[src/rtl/dynamics_envelope.sv]
// ---------------------------------------------------------------------------
// dynamics_envelope
//
// Per-note ADSR amplitude envelope placed between the synthesizer sample
// path and the codec interface. The envelope advances on codec frame
// boundaries (frame_req), and the scaled sample is registered on every
// frame_req so the codec always sees a stable value for the whole frame.
//
// Gain is an unsigned 0..128 value where 128 is unity. The output is
// (sample_in * gain) >>> 7, so gain = 128 is an exact pass-through.
//
// Ports:
//   clk           system clock
//   reset         asynchronous, active-low reset
//   enable        1 = apply envelope, 0 = unity bypass (envelope keeps running)
//   note_start    single-cycle note onset pulse (wins over note_end)
//   note_end      single-cycle note release pulse
//   frame_req     codec accept strobe, one cycle per frame
//   sample_in     signed sample from the synthesizer
//   sample_out    registered signed scaled sample to the codec
//   gain_out      effective gain (128 while bypassed)
//   state_out     envelope state: IDLE=0 ATTACK=1 DECAY=2 SUSTAIN=3 RELEASE=4
//   busy          high whenever the envelope is not IDLE
//   note_velocity (only with DYNAMICS_ENVELOPE_VELOCITY_EN) 7-bit velocity;
//                 peak gain latched as note_velocity+1 on note_start
//
// Optional feature macro: DYNAMICS_ENVELOPE_VELOCITY_EN
//   Undefined (default): no velocity port, peak gain fixed at 128.
//
// Step parameters are expected to lie in 1..255.
// ---------------------------------------------------------------------------
module dynamics_envelope #(
  parameter int SAMPLE_WIDTH  = 16,
  parameter int STEP_FRAMES   = 48,
  parameter int ATTACK_STEP   = 4,
  parameter int DECAY_STEP    = 1,
  parameter int SUSTAIN_LEVEL = 96,
  parameter int RELEASE_STEP  = 2
) (
  input  logic                           clk,
  input  logic                           reset,
  input  logic                           enable,
  input  logic                           note_start,
  input  logic                           note_end,
  input  logic                           frame_req,
`ifdef DYNAMICS_ENVELOPE_VELOCITY_EN
  input  logic [6:0]                     note_velocity,
`endif
  input  logic signed [SAMPLE_WIDTH-1:0] sample_in,
  output logic signed [SAMPLE_WIDTH-1:0] sample_out,
  output logic [7:0]                     gain_out,
  output logic [2:0]                     state_out,
  output logic                           busy
);

  typedef enum logic [2:0] {
    ST_IDLE    = 3'd0,
    ST_ATTACK  = 3'd1,
    ST_DECAY   = 3'd2,
    ST_SUSTAIN = 3'd3,
    ST_RELEASE = 3'd4
  } env_state_t;

  // A one-frame prescaler still needs a 1-bit register to keep widths legal.
  localparam int                  PRESC_W    = (STEP_FRAMES > 1) ? $clog2(STEP_FRAMES) : 1;
  localparam logic [PRESC_W-1:0]  PRESC_LAST = PRESC_W'(STEP_FRAMES - 1);
  localparam logic [PRESC_W-1:0]  PRESC_ONE  = PRESC_W'(1);
  localparam logic [7:0]          ATK_STEP8  = 8'(ATTACK_STEP);
  localparam logic [7:0]          DEC_STEP8  = 8'(DECAY_STEP);
  localparam logic [7:0]          REL_STEP8  = 8'(RELEASE_STEP);
  localparam logic [7:0]          SUS_LVL8   = 8'(SUSTAIN_LEVEL);
  localparam logic [7:0]          UNITY_GAIN = 8'd128;

  env_state_t                     state, state_n;
  logic [7:0]                     gain, gain_n;
  logic [PRESC_W-1:0]             presc, presc_n;
  logic [7:0]                     peak;
  logic [7:0]                     sus_eff;
  logic signed [SAMPLE_WIDTH-1:0] sample_p1;

  // Scale a sample by a 0..128 gain: full-width signed product, then an
  // arithmetic shift (floor toward -inf). With gain <= 128 the result always
  // fits back into SAMPLE_WIDTH bits.
  function automatic logic signed [SAMPLE_WIDTH-1:0] scale_sample(
    input logic signed [SAMPLE_WIDTH-1:0] s,
    input logic [7:0]                     g
  );
    logic signed [SAMPLE_WIDTH+8:0] s_ext;
    logic signed [SAMPLE_WIDTH+8:0] g_ext;
    logic signed [SAMPLE_WIDTH+8:0] prod;
    logic signed [SAMPLE_WIDTH+8:0] shifted;
    s_ext   = {{9{s[SAMPLE_WIDTH-1]}}, s};
    g_ext   = {{(SAMPLE_WIDTH+1){1'b0}}, g};
    prod    = s_ext * g_ext;
    shifted = prod >>> 7;
    return shifted[SAMPLE_WIDTH-1:0];
  endfunction

`ifdef DYNAMICS_ENVELOPE_VELOCITY_EN
  logic [7:0] peak_q;

  always_ff @(posedge clk or negedge reset) begin
    if (!reset) begin
      peak_q <= UNITY_GAIN;
    end else if (note_start) begin
      peak_q <= {1'b0, note_velocity} + 8'd1;
    end
  end

  assign peak    = peak_q;
  assign sus_eff = (SUS_LVL8 < peak_q) ? SUS_LVL8 : peak_q;
`else
  assign peak    = UNITY_GAIN;
  assign sus_eff = SUS_LVL8;
`endif

  always_ff @(posedge clk or negedge reset) begin
    if (!reset) begin
      state <= ST_IDLE;
      gain  <= 8'd0;
      presc <= '0;
    end else begin
      state <= state_n;
      gain  <= gain_n;
      presc <= presc_n;
    end
  end

  // Events take priority over frame ticks; a frame_req on an event edge is
  // swallowed so the new phase always starts with a full prescaler period.
  always_comb begin
    state_n = state;
    gain_n  = gain;
    presc_n = presc;
    if (note_start) begin
      state_n = ST_ATTACK;
      presc_n = '0;
    end else if (note_end && (state == ST_ATTACK || state == ST_DECAY ||
                              state == ST_SUSTAIN)) begin
      state_n = ST_RELEASE;
      presc_n = '0;
    end else if (frame_req) begin
      if (presc == PRESC_LAST) begin
        presc_n = '0;
        case (state)
          ST_ATTACK: begin
            // A retrigger may start above the peak; that also clamps at once.
            if (gain >= peak || (peak - gain) <= ATK_STEP8) begin
              gain_n  = peak;
              state_n = ST_DECAY;
            end else begin
              gain_n = gain + ATK_STEP8;
            end
          end
          ST_DECAY: begin
            if (gain <= sus_eff || (gain - sus_eff) <= DEC_STEP8) begin
              gain_n  = sus_eff;
              state_n = ST_SUSTAIN;
            end else begin
              gain_n = gain - DEC_STEP8;
            end
          end
          ST_SUSTAIN: gain_n = gain;
          ST_RELEASE: begin
            if (gain <= REL_STEP8) begin
              gain_n  = 8'd0;
              state_n = ST_IDLE;
            end else begin
              gain_n = gain - REL_STEP8;
            end
          end
          default: gain_n = 8'd0;
        endcase
      end else begin
        presc_n = presc + PRESC_ONE;
      end
    end
  end

  // ---- stage p1: frame-aligned output register (uses pre-update gain) ----
  always_ff @(posedge clk or negedge reset) begin
    if (!reset) begin
      sample_p1 <= '0;
    end else if (frame_req) begin
      sample_p1 <= enable ? scale_sample(sample_in, gain) : sample_in;
    end
  end

  assign sample_out = sample_p1;
  assign gain_out   = enable ? gain : UNITY_GAIN;
  assign state_out  = state;
  assign busy       = (state != ST_IDLE);

endmodule
[config.mk]
export PLATFORM = sky130hd
export DESIGN_NAME = dynamics_envelope
export DESIGN_NICKNAME = d
export VERILOG_FILES = /design/src/rtl/dynamics_envelope.sv
export SDC_FILE = /design/constraint.sdc
export NUM_CORES = 1
export LEC_CHECK = 0
export CAP_MARGIN = 20
export CORE_ASPECT_RATIO = 2
export CORE_MARGIN = 5
export CORE_UTILIZATION = 66
export CTS_CLUSTER_SIZE = 12
export DETAILED_ROUTE_END_ITERATION = 10
export PLACE_DENSITY_LB_ADDON = 0.15
export SLEW_MARGIN = 10
export SYNTH_ARGS = -nofsm -noshare
export SYNTH_HDL_FRONTEND = slang
export SYNTH_SLANG_ARGS = --single-unit
[constraint.sdc]
create_clock -name clk -period 13.7 [get_ports clk]
set_clock_uncertainty 0.05 [all_clocks]
set_input_delay 1.37 -clock clk [delete_from_list [all_inputs] [get_ports clk]]
set_output_delay 1.37 -clock clk [all_outputs]
set_load 0.02 [all_outputs]
==> impl_metrics.ini <==
[cells_and_area]
n_fill_cell = 778
multi_input_area_mm2 = 0.00505
final_common_cell = inv_1
antenna_cells = 0
final_nets = 996
final_core_util_pct = 75.0
areaGrowthSynthToFinish_pct = 11.0
drive_gt1_share_pct = 3.62
final_cell_mix = inv_1 (146), fa_1 (96), nand2_1 (94)
seqCellArea_um2 = 826

[floorplan]
core_area_mm2 = 0.00976
ios = 50
dieHeight_um = 151
die_area_mm2 = 0.0122
rows = 51
die_w_um = 80.7
initial_utilization_pct = 67.5

[synth]
ys_ff_latch = 33
synth_cells = 801
avgSynthCellArea_um2 = 8.23
synth_top_cell_area_share_pct = 29.2
synth_top_cell_by_area = fa_1
syn-num-nets = 970
synth-edff-count = 0
ys_types = 65
netlist_area_mm2 = 0.00659
synth_warnings = 0
yosysSeqAreaShare_pct = 12.5
synth_ff_type = dfrtp_1
synth_async_sr_flop_share_pct = 100
ys_top_cells_by_area = fa_1 (29%), dfrtp_1 (13%), ha_1 (9.7%), inv_1 (8.3%), and2_1 (5.6%)

[worst_setup_path]
worst_path_max_delay_cell = clkdlybuf4s50_1
rr_endpoint = sample_out[11]
r2r_setup_slack_ps = 8300
crit_chain = clkdlybuf4s50_1 > nand2_1 > fa_1 > inv_1 > fa_1 > fa_1 > inv_1 > fa_1 > inv_1 > ha_1 > nand2_1 > o21ai_0 > nand4_1 > a21boi_0 > a311oi_1 > xor2_1 > o221ai_1
ff2ff_path_depth = 16
crit_start = sample_in[11]
slowest_delay_ps = 740
worst_ep_arrival_time_ps = 6230
path_class = input pin to register
cp-end-kind = register
rr_startpoint = gain[3]
crit_top_cell = fa_1
cp.required_ps = 13790
crit_fanout = 9
cp-start-kind = input pin

[sta]
finalCritPeriodShare_pct = 44.8
rsz0062_at_grt = false
finalHoldViolCount = 0
slew_headroom_pct = 36.9
fmax_mhz = 163
final-max-slew-violation-count = 0
worstMarginPinSlew_ps = 947
setup_tns_ps = 0
period_minus_slack_ps = 6140
setup_viol = 0

[clocking]
postCtsSetupBuffers = 0
clock_latency_ps = 280
htree_levels = 2
clk_pin_slew_ps = 60
cts.hold.buffers_added = 0
cts_made_buffers = 5
ctsResizeCount = 0
cts_sinks = 33
cts_max_path_buffers = 2
cts-root-buf = clkbuf_16
cts_tree = yes

[drt]
drt-wirelength-per-cell_um = 19.2
post-route-drc-count = 0
via_per_inst = 6.05
routed-via-count = 5806
wl_mm = 18.5
drt_iter0_markers = 345
antenna_left = 0
first_pass_iters = 5

[placed_design]
hpwl_mm = 14.7
numPortBuffers = 49
gp_congestion = 0.974

[power]
seqPwrFrac_pct = 34.7
power_density_mw_per_mm2 = 43.2
switchingPower_uw = 100
leakage_uw = 0.00360
irDropWorstVdd_uv = 76.9
clkPwrFrac_pct = 38.0
pwr-share-comb_pct = 27.3
internal_power_uw = 216
p_sw_share_pct = 31.7

[grt]
grt_max_degree = 44
grt_overflow = 0
track_usage_pct = 33.1
grt_pass1_wl_mm = 30.9
grt_pass1_vias = 6582
antenna_found_initial = 0

[min_path]
hold_path_end = presc[5]
hold_start = presc[5]
hold_depth = 1
hold_class = register to register

[run]
cap_viol_max_count = 0

[status]
status = complete, no violations
-- critical path, delay by kind of cell --
kind	cells	cell delay, ps
buffers and inverters	4	900
adders and majority gates	5	2580
xor gates and xnor gates	1	160
AOI/OAI and AO/OA	4	790
and+or+nand+nor	3	420
-- area by class of cell --
cell class / count / area share [%]
flip-flops and latches: 33 / 11.3
well taps: 132 / 2.26
clock inverters: 1 / 0.0684
clock buffers: 7 / 2.09
inverters: 149 / 7.64
repair buffers: 58 / 7.62
multi-input cells: 580 / 69.0
-- worst max-delay path by stage --
stage                          end  slack, ps  depth (start not counted)
CTS                 sample_out[11]       7590                         16
finish              sample_out[14]       7560                         17
global route        sample_out[13]       7280                         17
global placement    sample_out[11]       7330                         17
detailed placement  sample_out[12]       7310                         17
floorplan           sample_out[13]       8120                         17
-- layer usage --
layer | wire length (µm) | track usage (%)
met5 | 0 | 0
met4 | 1370 | 23.1
met3 | 884 | 5.60
met2 | 10200 | 60.5
met1 | 6060 | 32.9
-- sequential cells by signal, indices dropped and copies added (netlist names) --
signal,count
sample_out,16
state_out,3
gain,8
presc,6
-- power by group through the flow --
stage / registers [µW] / logic [µW] / clock network [µW]
after detailed placement: 111 / 85.9 / 0
final: 110 / 86.3 / 120
after floorplan: 116 / 42.7 / 0
after global placement: 111 / 83.2 / 0
after CTS: 110 / 86.3 / 121
after global routing: 111 / 95.0 / 127
-- synthesized netlist by cell type, types with 3 or more instances --
cell	number
nor3_1	9
fa_1	96
and2_1	59
ha_1	51
o221ai_1	5
a311oi_1	5
nand4_1	6
nor2b_1	6
o21a_1	5
o22a_1	3
a21oi_1	39
inv_1	146
nand2_1	94
nand3_1	14
a41oi_1	3
o21ai_0	29
a31oi_1	4
or3_1	3
o2111ai_1	3
a21o_1	5
dfrtp_1	33
o21ai_1	4
xnor2_1	15
nand2b_1	8
nand3b_1	3
nor4_1	3
nor2_1	52
xor2_1	7
buf_2	4
mux2i_1	11
clkbuf_1	32
o21bai_1	4
-- cells by family after synthesis --
logic type	share of synthesized area [%]
DFF	12.5
adders and majority gates	38.8
xor gates and xnor gates	2.92
muxes	2.01
buffers and inverters	10.8
AOI/OAI and AO/OA	12.9
and+or+nand+nor	20.0
-- per-stage QoR --
stage                     hold slack [ps]  std cells  total power, µW  area (µm²)  setup slack, ps
after floorplan                       438        801              159        6590             8120
after global placement                459        952              194        7160             7330
after detailed placement              468        952              197        7160             7310
after CTS                             479        960              317        7320             7590
after global routing                  515        960              332        7320             7280
final                                 484        960              316        7320             7560
Power figures use the tool's default switching activity.
